File: config.mk
export PLATFORM = sky130hd
export DESIGN_NAME = hazard_ctrl_unit
export DESIGN_NICKNAME = d
export VERILOG_FILES = /design/src/rtl/hazard_pkg.sv /design/src/rtl/hazard_ctrl_unit_sat_counter.sv /design/src/rtl/hazard_ctrl_unit.sv
export SDC_FILE = /design/constraint.sdc
export NUM_CORES = 1
export LEC_CHECK = 0
export BUFFER_PORTS_ARGS = -buffer_cell sky130_fd_sc_hd__buf_2
export CAP_MARGIN = 25
export CORE_MARGIN = 2
export CORE_UTILIZATION = 53
export DETAILED_ROUTE_END_ITERATION = 8
export PLACE_DENSITY = 0.84
export SYNTH_ARGS = -nofsm -noshare
export SYNTH_HDL_FRONTEND = slang
export SYNTH_SLANG_ARGS = --single-unit
File: constraint.sdc
create_clock -name clk -period 2.5 [get_ports clk]
set_input_delay 0.25 -clock clk [delete_from_list [all_inputs] [get_ports clk]]
set_output_delay 0.25 -clock clk [all_outputs]
set_load 0.02 [all_outputs]
File: src/rtl/hazard_pkg.sv
// Shared types and output presets for the pipeline hazard sequencer.
// Latency: n/a (types and pure functions only).
// Backpressure: n/a.
package hazard_pkg;

    // Sequencer states; encoding is visible on the debug port.
    typedef enum logic [1:0] {
        RUN       = 2'd0,
        LU_STALL  = 2'd1,
        FLUSH     = 2'd2,
        IMEM_WAIT = 2'd3
    } hz_state_t;

    // Register x0 is hard-wired to zero and can never create a RAW hazard.
    localparam int X0 = '0;

    // Bundle of the five pipeline control strobes driven each cycle.
    typedef struct packed {
        logic pc_write;
        logic ifid_write;
        logic ifid_flush;
        logic idex_bubble;
        logic exmem_flush;
    } hz_ctl_t;

    // Normal flow: everything advances, nothing is squashed.
    function automatic hz_ctl_t ctl_run();
        hz_ctl_t c;
        c = '{pc_write: 1'b1, ifid_write: 1'b1, ifid_flush: 1'b0,
              idex_bubble: 1'b0, exmem_flush: 1'b0};
        return c;
    endfunction

    // Reset: freeze the PC and squash every younger stage.
    function automatic hz_ctl_t ctl_reset();
        hz_ctl_t c;
        c = '{pc_write: 1'b0, ifid_write: 1'b0, ifid_flush: 1'b1,
              idex_bubble: 1'b1, exmem_flush: 1'b1};
        return c;
    endfunction

    // Taken branch / flush window: PC loads the target (when fetch allows),
    // the three wrong-path instructions are squashed.
    function automatic hz_ctl_t ctl_flush(input logic pc_en);
        hz_ctl_t c;
        c = '{pc_write: pc_en, ifid_write: 1'b0, ifid_flush: 1'b1,
              idex_bubble: 1'b1, exmem_flush: 1'b1};
        return c;
    endfunction

    // Load-use: hold PC and ID, inject a bubble into EX.
    function automatic hz_ctl_t ctl_load_use();
        hz_ctl_t c;
        c = '{pc_write: 1'b0, ifid_write: 1'b0, ifid_flush: 1'b0,
              idex_bubble: 1'b1, exmem_flush: 1'b0};
        return c;
    endfunction

    // Fetch wait: hold PC, feed a NOP into ID, let older stages drain.
    function automatic hz_ctl_t ctl_imem_wait();
        hz_ctl_t c;
        c = '{pc_write: 1'b0, ifid_write: 1'b0, ifid_flush: 1'b1,
              idex_bubble: 1'b0, exmem_flush: 1'b0};
        return c;
    endfunction

endpackage

File: src/rtl/hazard_ctrl_unit_sat_counter.sv
// Saturating up-counter used for the stall and flush performance counters.
// Latency: q updates one cycle after inc is sampled high.
// Backpressure: none; holds at all-ones instead of wrapping.
module sat_counter #(
    parameter int W = 32
) (
    input  logic         clk,
    input  logic         reset,
    input  logic         inc,
    output logic [W-1:0] q
);

    logic [W-1:0] r_q;
    logic         w_at_max;

    assign w_at_max = &r_q;

    // Count qualified events; stick at the maximum value.
    always_ff @(posedge clk) begin
        if (reset) begin
            r_q <= '0;
        end else if (inc && !w_at_max) begin
            r_q <= r_q + W'(1);
        end
    end

    assign q = r_q;

endmodule

File: src/rtl/hazard_ctrl_unit.sv
// Pipeline sequencer for the 5-stage core: load-use, taken-branch and fetch-wait handling.
// Latency: control strobes are combinational from state + inputs; state/counters/err registered.
// Backpressure: stalls PC and IF/ID on load-use or imem wait; branch flush overrides everything but reset.
module hazard_ctrl_unit
    import hazard_pkg::*;
#(
    parameter int REG_W     = 5,
    parameter int LU_CYCLES = 1,
    parameter int FLUSH_CYC = 1,
    parameter int WAIT_MAX  = 64,
    parameter int CNT_W     = 32
) (
    input  logic             clk,
    input  logic             reset,
    input  logic [REG_W-1:0] id_rs1,
    input  logic [REG_W-1:0] id_rs2,
    input  logic             id_uses_rs2,
    input  logic             ex_mem_read,
    input  logic [REG_W-1:0] ex_rd,
    input  logic             branch_taken,
    input  logic             imem_ready,
    output logic             pc_write,
    output logic             ifid_write,
    output logic             ifid_flush,
    output logic             idex_bubble,
    output logic             exmem_flush,
    output logic [CNT_W-1:0] stall_cnt,
    output logic [CNT_W-1:0] flush_cnt,
    output logic             err_timeout,
    output logic [1:0]       state_o
);

    // Counter widths sized to hold their load / saturation values.
    localparam int LU_W = $clog2(LU_CYCLES + 1);
    localparam int FL_W = $clog2(FLUSH_CYC + 1);
    localparam int WT_W = $clog2(WAIT_MAX + 1);

    hz_state_t   r_state;
    hz_state_t   w_state_nxt;
    logic [LU_W-1:0] r_lu_cnt;
    logic [LU_W-1:0] w_lu_cnt_nxt;
    logic [FL_W-1:0] r_fl_cnt;
    logic [FL_W-1:0] w_fl_cnt_nxt;
    logic [WT_W-1:0] r_wait_cnt;
    logic [WT_W-1:0] w_wait_cnt_nxt;
    logic        r_err;
    logic        w_err_nxt;

    hz_ctl_t     w_ctl;
    logic        w_lu_haz;
    logic        w_rs1_match;
    logic        w_rs2_match;
    logic        w_stall_inc;

    // RAW on a load result: EX load targets a register that ID reads (x0 excluded).
    assign w_rs1_match = (ex_rd == id_rs1);
    assign w_rs2_match = id_uses_rs2 && (ex_rd == id_rs2);
    assign w_lu_haz    = ex_mem_read && (ex_rd != REG_W'(X0)) && (w_rs1_match || w_rs2_match);

    // Next-state and control strobes; branch outranks every non-reset condition.
    always_comb begin
        w_ctl          = ctl_run();
        w_state_nxt    = r_state;
        w_lu_cnt_nxt   = r_lu_cnt;
        w_fl_cnt_nxt   = r_fl_cnt;
        w_wait_cnt_nxt = r_wait_cnt;
        w_err_nxt      = r_err;

        if (reset) begin
            w_ctl          = ctl_reset();
            w_state_nxt    = RUN;
            w_lu_cnt_nxt   = '0;
            w_fl_cnt_nxt   = '0;
            w_wait_cnt_nxt = '0;
            w_err_nxt      = 1'b0;
        end else if (branch_taken) begin
            // PC takes the target now; any pending load-use or fetch wait is moot.
            w_ctl          = ctl_flush(1'b1);
            w_lu_cnt_nxt   = '0;
            w_wait_cnt_nxt = '0;
            if (FLUSH_CYC > 1) begin
                w_state_nxt  = FLUSH;
                w_fl_cnt_nxt = FL_W'(FLUSH_CYC - 1);
            end else begin
                w_state_nxt  = RUN;
                w_fl_cnt_nxt = '0;
            end
        end else if (r_state == FLUSH) begin
            // Keep squashing; PC only advances once fetch data is there.
            w_ctl = ctl_flush(imem_ready);
            if (r_fl_cnt <= FL_W'(1)) begin
                w_state_nxt  = RUN;
                w_fl_cnt_nxt = '0;
            end else begin
                w_fl_cnt_nxt = r_fl_cnt - FL_W'(1);
            end
        end else if (r_state == LU_STALL) begin
            // Committed to the full stall length; the hazard is not re-checked.
            w_ctl = ctl_load_use();
            if (r_lu_cnt <= LU_W'(1)) begin
                w_state_nxt  = RUN;
                w_lu_cnt_nxt = '0;
            end else begin
                w_lu_cnt_nxt = r_lu_cnt - LU_W'(1);
            end
        end else if (w_lu_haz) begin
            // Load-use wins over fetch wait so the ID instruction is held, not lost.
            w_ctl          = ctl_load_use();
            w_wait_cnt_nxt = '0;
            if (LU_CYCLES > 1) begin
                w_state_nxt  = LU_STALL;
                w_lu_cnt_nxt = LU_W'(LU_CYCLES - 1);
            end else begin
                w_state_nxt  = RUN;
                w_lu_cnt_nxt = '0;
            end
        end else if (!imem_ready) begin
            w_ctl       = ctl_imem_wait();
            w_state_nxt = IMEM_WAIT;
            if (r_state == IMEM_WAIT) begin
                // Waiting past the limit flags a timeout; the count parks at the limit.
                if (r_wait_cnt == WT_W'(WAIT_MAX)) begin
                    w_err_nxt = 1'b1;
                end else begin
                    w_wait_cnt_nxt = r_wait_cnt + WT_W'(1);
                end
            end else begin
                w_wait_cnt_nxt = WT_W'(1);
            end
        end else begin
            // Fetch data present (fresh or after a wait): resume normal flow.
            w_ctl          = ctl_run();
            w_state_nxt    = RUN;
            w_wait_cnt_nxt = '0;
        end
    end

    // State, sub-counters and sticky timeout flag.
    always_ff @(posedge clk) begin
        if (reset) begin
            r_state    <= RUN;
            r_lu_cnt   <= '0;
            r_fl_cnt   <= '0;
            r_wait_cnt <= '0;
            r_err      <= 1'b0;
        end else begin
            r_state    <= w_state_nxt;
            r_lu_cnt   <= w_lu_cnt_nxt;
            r_fl_cnt   <= w_fl_cnt_nxt;
            r_wait_cnt <= w_wait_cnt_nxt;
            r_err      <= w_err_nxt;
        end
    end

    // A stall cycle is any non-reset cycle where the PC does not load.
    assign w_stall_inc = !reset && !w_ctl.pc_write;

    sat_counter #(.W(CNT_W)) u_stall_cnt (
        .clk   (clk),
        .reset (reset),
        .inc   (w_stall_inc),
        .q     (stall_cnt)
    );

    sat_counter #(.W(CNT_W)) u_flush_cnt (
        .clk   (clk),
        .reset (reset),
        .inc   (branch_taken),
        .q     (flush_cnt)
    );

    assign pc_write    = w_ctl.pc_write;
    assign ifid_write  = w_ctl.ifid_write;
    assign ifid_flush  = w_ctl.ifid_flush;
    assign idex_bubble = w_ctl.idex_bubble;
    assign exmem_flush = w_ctl.exmem_flush;
    assign err_timeout = r_err;
    assign state_o     = r_state;

endmodule

==> flow_summary.json <==
{
  "worstSetupPathType": "in2out",
  "cts_root_buf": "clkbuf_8",
  "power_switching_w": 0.000543,
  "core-area_mm2": 0.00683,
  "relSlewSlack": 0.547,
  "yosys.cell_types.count": 42,
  "cts_hold_buf": 0,
  "stdcell_area_mm2": 0.00459,
  "ant_nets": 0,
  "max_cap_viol_count": 0,
  "start_util": 0.550,
  "holdPathEnd": "u_stall_cnt.q[26]",
  "diodes": 0,
  "synth_common_cells": "73 x dfxtp_1, 45 x nor2_1, 32 x nand3_1, 30 x xor2_1, 28 x a21oi_1",
  "grt_setup_unrepaired": "no",
  "place_area_mm2": 0.00432,
  "syn_inst": 443,
  "dieArea_mm2": 0.00778,
  "tightest_slew_ns": 0.673,
  "synth_top_area_frac": 0.389,
  "grt_pass1_wl_um": 15500,
  "post_cts_buffers": 0,
  "reg2reg_depth": 8,
  "portBuffers": 92,
  "tns_ns": 0,
  "cts_resized": 0,
  "numCtsBuffers": 9,
  "synth_area_leader_cell": "dfxtp_1",
  "num_vias": 3735,
  "p_int_w": 0.00203,
  "min_path_cells": 3,
  "period_minus_slack_ns": 2.35,
  "synth_flop_cell": "dfxtp_1",
  "final_cells": 633,
  "synth_seq_cells": 73,
  "p_comb_frac": 0.058,
  "cts_tree": "built",
  "wl_per_cell_um": 15.1,
  "required_ns": 2.25,
  "clock_latency_ns": 0.35,
  "grt_overflow_total": 0,
  "r2r-start": "u_stall_cnt.q[0]",
  "clkTransAtPathRegs_ns": 0.07,
  "p_per_area_mw_per_mm2": 561,
  "crit_arrival_ns": 2.10,
  "synth.cell_area_mm2": 0.00376,
  "grt_pass1_vias": 3415,
  "yosysSeqAreaShare": 0.389,
  "status": "finished clean",
  "h-tree-depth": 3,
  "synth_most_common_cell": "dfxtp_1",
  "cts.sinks": 73,
  "gp_congestion": 0.834,
  "route.detailed.drc": 0,
  "swShare": 0.211,
  "num-fill-cells": 587,
  "hold_path.class": "in2reg",
  "syn_to_final_growth_pct": 22.2,
  "slew_violations": 0,
  "finalHoldViolations": 0,
  "period_share": 0.940,
  "reg2reg_setup_slack_ns": 0.29,
  "ys_warn_count": 0,
  "worst_setup_path_start_kind": "primary input",
  "setup_violations": 0,
  "drive_above_1_share": 0.240,
  "leakage_nw": 1.88,
  "die_x_um": 88.2,
  "synth.area.top_cells": "dfxtp_1 39%, xor2_1 7.0%, or4_1 4.6%",
  "endpoint_kind": "primary output",
  "async_flop_share": 0,
  "peakVddDrop_v": 0.000302,
  "wl_um": 9570,
  "dp_hpwl_um": 6700,
  "vias_per_cell": 5.90,
  "syn_nets": 468,
  "fp.dieH_um": 88.2,
  "clk_path_buf_depth": 2,
  "drt_first_iter_violations": 230,
  "track_usage": 0.249,
  "ios": 93,
  "grt_max_degree": 46,
  "clock-skew-final_ns": 0.00610,
  "rows": 30,
  "clkPwrFrac": 0.486,
  "max_freq_mhz": 426,
  "dpl.cell_count": 617,
  "synth_edf_count": 0,
  "rr_endpoint": "u_stall_cnt.q[5]",
  "p_seq_frac": 0.456,
  "worst-path-max-fanout": 9,
  "antenna_found_initial": 0,
  "drt-pass1-iter-count": 4,
  "hp-start": "reset",
  "finalNetCount": 557,
  "synth_area_per_cell_um2": 8.48
}
==> placed cells by master, fill, tap and decap left out, types with 11 or more instances in the layout <==
master and count:
nand2_1 18, nor2_1 45, and3_1 13, nand3_1 32, clkbuf_8 11, o31ai_1 20, and4_1 16, xor2_1 30
nand4_1 25, buf_2 92, dfxtp_1 73, a21oi_1 28, buf_4 12, or4_1 23, xnor2_1 13, o21ai_0 11
==> cells by family after synthesis <==
| family | after synthesis | synth area share |
|---|---|---|
| simple gates | 212 | 0.322 |
| flops | 73 | 0.389 |
| compound gates | 71 | 0.118 |
| xor+xnor | 43 | 0.100 |
| buf+inv | 35 | 0.0436 |
| mux | 5 | 0.0143 |
| fa+ha+maj | 4 | 0.0133 |
==> final cells by class <==
cell class / count / area (µm²) / share of cell area
Inverter: 8 / 30.0 / 0.00654
Multi-Input combinational cell: 335 / 2130 / 0.465
Tap cell: 96 / 120 / 0.0262
Sequential cell: 73 / 1460 / 0.318
Clock buffer: 11 / 151 / 0.0330
Timing Repair Buffer: 105 / 571 / 0.124
Clock inverter: 5 / 125 / 0.0272
==> power groups by stage <==
stage | sequential, W | combinational, W | clock (W)
floorplan | 0.00121 | 0.0000872 | 0
global placement | 0.00120 | 0.000144 | 0
CTS | 0.00117 | 0.000150 | 0.00126
global route | 0.00117 | 0.000164 | 0.00132
detailed placement | 0.00120 | 0.000149 | 0
finish | 0.00117 | 0.000150 | 0.00125
==> registers in the layout, summed over array words and instances, names as in the netlist <==
register / cells
u_flush_cnt.q: 32
r_wait_cnt: 7
state_o: 1
err_timeout: 1
u_stall_cnt.q: 32
==> critical path: stages <==
cell and delay, ns:
buf_2 0.12, or4_1 0.52, o21ai_1 0.24, o21a_1 0.35, buf_4 0.22, nor2_1 0.04
nor2_1 0.15, buf_2 0.20
==> worst max path at each step <==
stage | from | endpoint | slack (ns) | cells past startpoint
after detailed placement | ex_rd[0] | pc_write | 0.16 | 8
after CTS | ex_rd[0] | pc_write | 0.15 | 8
after global placement | ex_rd[0] | pc_write | 0.22 | 8
after global routing | ex_rd[0] | pc_write | 0.06 | 8
final | ex_rd[0] | pc_write | 0.15 | 8
after floorplan | u_stall_cnt.q[0] | u_stall_cnt.q[5] | 0.19 | 9
==> per-layer routing <==
| metal | vias to the layer above | share of wire | global-route usage |
|---|---|---|---|
| met4 | 0 | 0.014 | 0.101 |
| met3 | 13 | 0.055 | 0.0448 |
| met5 | - | 0 | 0 |
| li1 | 1827 | - | - |
| met2 | 119 | 0.49 | 0.418 |
| met1 | 1776 | 0.45 | 0.317 |
==> per-stage QoR <==
| step | setup slack, ns | util | hold WS, ns | power, W |
|---|---|---|---|---|
| 2_1_floorplan | 0.190 | - | 0.466 | 0.00129 |
| 3_3_place_gp | 0.216 | 0.632 | 0.467 | 0.00134 |
| 3_5_place_dp | 0.157 | 0.632 | 0.483 | 0.00135 |
| 4_1_cts | 0.147 | 0.672 | 0.289 | 0.00258 |
| 5_1_grt | 0.0599 | 0.672 | 0.309 | 0.00265 |
| 6_report | 0.150 | 0.672 | 0.291 | 0.00258 |
Power figures use the tool's default switching activity.
